## src/rtl/pc_sequencer.sv

```systemverilog
// Program-counter sequencer: fetches one instruction word at a time and hands it to decode.
// Optional macro PC_WRAP_TRAP_EN turns out-of-range PC updates into a sticky trap with HALT.
module pc_sequencer #(
  parameter logic [17:0] RESET_PC = 18'h00000
) (
  input  logic        clk,
  input  logic        rst,
  input  logic        run,
  input  logic        halt_in,
  output logic        imem_req,
  output logic [17:0] imem_addr,
  input  logic        imem_ack,
  input  logic [17:0] imem_data,
  output logic        instr_valid,
  output logic [17:0] instr,
  input  logic        instr_ready,
  input  logic        br_taken,
  input  logic [13:0] br_off,
  output logic [17:0] pc,
  output logic        halted,
  output logic        trap
);

  typedef enum logic [1:0] {S_IDLE, S_FETCH, S_HOLD, S_HALT} state_t;

  state_t      state_q, state_d;
  logic [17:0] pc_q, pc_d;
  logic [17:0] instr_q, instr_d;
  state_t      after_accept;

`ifdef PC_WRAP_TRAP_EN
  logic        trap_q, trap_d;
  logic [19:0] pc_sum;
  logic        pc_ovf;

  // Unbounded sum: bit 19 set means it went negative, bit 18 means past 3FFFF.
  assign pc_sum = {2'b00, pc_q} + (br_taken ? {{6{br_off[13]}}, br_off} : 20'd1);
  assign pc_ovf = pc_sum[19] | pc_sum[18];
`else
  logic [17:0] pc_sum;

  assign pc_sum = pc_q + (br_taken ? {{4{br_off[13]}}, br_off} : 18'd1);
`endif

  always_comb begin
    after_accept = S_IDLE;
    if (halt_in)  after_accept = S_HALT;
    else if (run) after_accept = S_FETCH;
  end

  always_comb begin
    state_d = state_q;
    pc_d    = pc_q;
    instr_d = instr_q;
`ifdef PC_WRAP_TRAP_EN
    trap_d  = trap_q;
`endif
    case (state_q)
      S_IDLE: begin
        if (halt_in)  state_d = S_HALT;
        else if (run) state_d = S_FETCH;
      end
      S_FETCH: begin
        // halt abandons the outstanding fetch even if the ack lands this cycle
        if (halt_in) state_d = S_HALT;
        else if (imem_ack) begin
          instr_d = imem_data;
          state_d = S_HOLD;
        end
      end
      S_HOLD: begin
        if (instr_ready) begin
`ifdef PC_WRAP_TRAP_EN
          if (pc_ovf) begin
            trap_d  = 1'b1;
            state_d = S_HALT;
          end else begin
            pc_d    = pc_sum[17:0];
            state_d = after_accept;
          end
`else
          pc_d    = pc_sum;
          state_d = after_accept;
`endif
        end
      end
      default: state_d = S_HALT;
    endcase
  end

  always_ff @(posedge clk) begin
    if (rst) begin
      state_q <= S_IDLE;
      pc_q    <= RESET_PC;
      instr_q <= '0;
`ifdef PC_WRAP_TRAP_EN
      trap_q  <= 1'b0;
`endif
    end else begin
      state_q <= state_d;
      pc_q    <= pc_d;
      instr_q <= instr_d;
`ifdef PC_WRAP_TRAP_EN
      trap_q  <= trap_d;
`endif
    end
  end

  assign imem_req    = (state_q == S_FETCH);
  assign imem_addr   = pc_q;
  assign instr_valid = (state_q == S_HOLD);
  assign instr       = instr_q;
  assign pc          = pc_q;
  assign halted      = (state_q == S_HALT);
`ifdef PC_WRAP_TRAP_EN
  assign trap        = trap_q;
`else
  assign trap        = 1'b0;
`endif

endmodule

```

## config.mk

```make
export PLATFORM = sky130hd
export DESIGN_NAME = pc_sequencer
export DESIGN_NICKNAME = d
export VERILOG_FILES = /design/src/rtl/pc_sequencer.sv
export SDC_FILE = /design/constraint.sdc
export NUM_CORES = 1
export LEC_CHECK = 0
export ABC_AREA = 1
export CAP_MARGIN = 10
export CORE_ASPECT_RATIO = 1.5
export CORE_UTILIZATION = 42
export CTS_BUF_LIST = sky130_fd_sc_hd__clkbuf_8
export CTS_CLUSTER_DIAMETER = 50
export CTS_CLUSTER_SIZE = 10
export DETAILED_ROUTE_END_ITERATION = 12
export GPL_ROUTABILITY_DRIVEN = 0
export PLACE_DENSITY = 0.79
export SLEW_MARGIN = 20
export SYNTH_ARGS = -nofsm -noshare
export SYNTH_HDL_FRONTEND = slang
export SYNTH_SLANG_ARGS = --single-unit
```

## constraint.sdc

```tcl
create_clock -name clk -period 2.2 [get_ports clk]
set_input_delay 0.55 -clock clk [delete_from_list [all_inputs] [get_ports clk]]
set_output_delay 0.55 -clock clk [all_outputs]
set_load 0.005 [all_outputs]
```

==> summary.txt <==
Run status
  • Outcome: finished clean

Final layout
  • Nets: 574
  • Antenna diodes: 0
  • Core Util, Final: 0.6618
  • Layout area overhead: 50.99%
  • Share of cells above drive strength 1: 0.1718
  • Post-route cell area: around 4000 µm²

CTS
  • Worst-path clk slew: about 0.080 ns
  • CTS tree: yes
  • CTS HTree Levels: 2
  • Clock Latency Late Sink: 0.30 ns
  • TritonCTS Buffers: 5
  • CTS root buf: clkbuf_8
  • Longest Clk Path Bufs: 2
  • Clock sink count: 38

Synthesis
  • Primary FF master, synth: dfxtp_1
  • Top-count cell post-synth: nand2_1
  • Async set-reset flop share out of synthesis: 0
  • Synthesized flop and latch total: 38
  • Post-synthesis sequential area ratio: 0.2811
  • Netlist cell types: 35
  • Yosys warnings: 0
  • Post-synth top cells: nand2_1, inv_1, nor2_1
  • Number of synthesized flops with an enable pin: 0
  • Average size of a mapped cell: around 6.6 µm²
  • Top-area cell type share of the netlist area: 0.2811
  • Largest area contributor in the netlist: dfxtp_1
  • Mapped Area: 2706 µm²
  • Top cells by area, synth: dfxtp_1, nand2_1, inv_1
  • Synthesized Nets: 469
  • Syn Inst Count: 412

Floorplan
  • Core Region: 6175 µm²
  • Ports: 97
  • Die height: 100.3 µm
  • Initial Util: 0.4383
  • # rows: 35
  • Die Width: 67.54 µm
  • Die area: 6775 µm²

Drt
  • DRC Markers: 0
  • Final ANT Viol Nets: 0
  • Avg WL per Cell: 12.57 µm
  • Drt first pass iters: 4
  • Starting DRT DRC Count: 97
  • Vias: 2923
  • Drt total wl: ~7400 µm
  • Vias/cell: between 4 and 5

Global route
  • First-pass GRT wire length: approximately 12000 µm
  • GR Util All Layers: 0.2190
  • Initial antenna violation count: 0
  • Global route total overflow: 0
  • Vias in the first global route: 2818
  • Largest net degree at the start of global routing: 20

Timing
  • Clk_skew: 0.01306 ns
  • Setup TNS: 0 ns
  • Worst Slack Setup Final: 0.1139 ns
  • Final setup fails: 0
  • Final hold slack: 0.4863 ns
  • Final Hold Fails: 0
  • Min Tclk post-route: approximately 2.1 ns
  • Final Slew Violations: 0
  • Fin crit share: 0.9482
  • Fmax achieved: 479.4 MHz

Critical path
  • Crit Path Class: input port to flip-flop
  • Max FO, Critical Path: 6
  • Crit path cell chain: clkdlybuf4s50_1 > nand2_1 > inv_1 > ha_2 > nand2_1 > nand2_1 > nand2_1 > nand2_1 > nand2_1 > nand3_2 > nand2_1 > nand3_1 > nand2_1 > nor2_1 > nor2_1
  • CP endpoint kind: flip-flop
  • Reg2Reg Depth: 13
  • WP data required: 2.39 ns
  • Crit path max-delay cell type: clkdlybuf4s50_1
  • Crit start category: input port
  • Crit path top cell by count: nand2_1
  • Arr. time, crit path: 2.28 ns
  • Max stage delay on crit path: 0.41 ns

Pwr
  • Peak supply drop: around 0.43 mV
  • Power Dens Cells: 508.2 nW/µm²
  • Pleak: 1.940 nW

Placement
  • Setup WS pre-CTS: -0.4520 ns
  • HPWL Detailed: between 5000 and 6000 µm
  • Cell area after placement: 3742 µm²
  • IO Port Bufs: 95

Run
  • Max-Cap Viols: 0

Min path
  • Worst Hold Depth: 2
  • Hold Path Class: flip-flop to flip-flop
-- routing by layer --
metal | GRT usage | vias to the layer above | wire length (µm)
li1 | - | 1481 | -
met1 | 0.2263 | 1312 | 2747
met2 | 0.3960 | 105 | 3990
met3 | 0.05568 | 25 | 475
met4 | 0.09984 | 0 | 230
met5 | 0 | - | 0
-- sequential cells by signal (all words and copies together), names as in the netlist --
name	cells
state_q	2
instr	18
imem_addr	18
-- path summary, 6_finish.rpt --
check | slack, ns | end | start
worst max-delay path | 0.11 | imem_addr[13]$_SDFFE_PP0P_ | br_off[2]
worst min-delay path | 0.49 | instr[7]$_SDFFE_PP0P_ | instr[7]$_SDFFE_PP0P_
worst max register to register | 0.31 | imem_addr[14]$_SDFFE_PP0P_ | imem_addr[0]$_SDFFE_PP0P_
worst min register to register | 0.49 | instr[7]$_SDFFE_PP0P_ | instr[7]$_SDFFE_PP0P_
-- worst max-delay path: cells and delay by family --
family | cells | cell delay (ns)
adders and majority gates | 1 | 0.38
buffers and inverters | 2 | 0.45
and+or+nand+nor | 12 | 0.90
-- report_power, final --
group          switching (mW)  internal, mW  leakage, nW
logic                   0.252         0.324         1.56
clock network           0.278         0.455       0.0683
registers              0.0412         0.726        0.310
-- through the flow --
step                      cells  power, mW
final                       592      2.077
after global routing        592      2.174
after CTS                   588      2.043
after detailed placement    580      1.304
after global placement      580      1.293
after floorplan             412      1.052
-- cells in the final DEF (no fill, tap or decap), types with 2 or more instances in the layout --
| cell | instances |
|---|---|
| a21oi_1 | 8 |
| a21oi_2 | 9 |
| and2_1 | 2 |
| buf_4 | 31 |
| bufinv_16 | 2 |
| clkbuf_8 | 5 |
| clkdlybuf4s50_1 | 93 |
| dfxtp_1 | 38 |
| ha_1 | 6 |
| ha_2 | 2 |
| ha_4 | 9 |
| inv_1 | 60 |
| inv_2 | 5 |
| inv_4 | 2 |
| nand2_1 | 87 |
| nand2_2 | 9 |
| nand3_1 | 23 |
| nand3_2 | 4 |
| nand3b_1 | 2 |
| nor2_1 | 54 |
| nor2_2 | 3 |
| nor3_1 | 2 |
| o211ai_2 | 2 |
| o21a_1 | 5 |
| o21ai_0 | 29 |
| o21ai_1 | 3 |
| o21bai_1 | 6 |
| xnor2_1 | 3 |
| xor2_1 | 4 |
-- cell families (layout without fill, tap and decap cells) --
| kind of cell | Yosys count | in the layout | share of synthesized area |
|---|---|---|---|
| AND/OR/NAND/NOR | 190 | 190 | 0.2987 |
| buffers and inverters | 95 | 201 | 0.1734 |
| AO/OA/AOI/OAI | 63 | 63 | 0.1368 |
| flip-flops | 38 | 38 | 0.2811 |
| adder cells (fa/ha/maj) | 18 | 18 | 0.08599 |
| XOR/XNOR | 7 | 7 | 0.02265 |
| other | 1 | 1 | 0.001386 |
-- timing repair --
action                     4_1_cts  5_1_grt
setup endpoints to repair       13       13
setup buffers                    0        4
hold buffers                     0        0
pin swaps                        1       11
resized for setup               12       25
-- final cells by class --
cell class / count / area, µm²
Clock buffer: 5 / 68.82
Clock inverter: 3 / 68.82
Fill cell: 473 / 2088
Inverter: 67 / 256.5
Multi-Input combinational cell: 279 / 1658
Sequential cell: 38 / 760.7
Tap cell: 74 / 92.59
Timing Repair Buffer: 126 / 1181
Power figures use the tool's default switching activity.
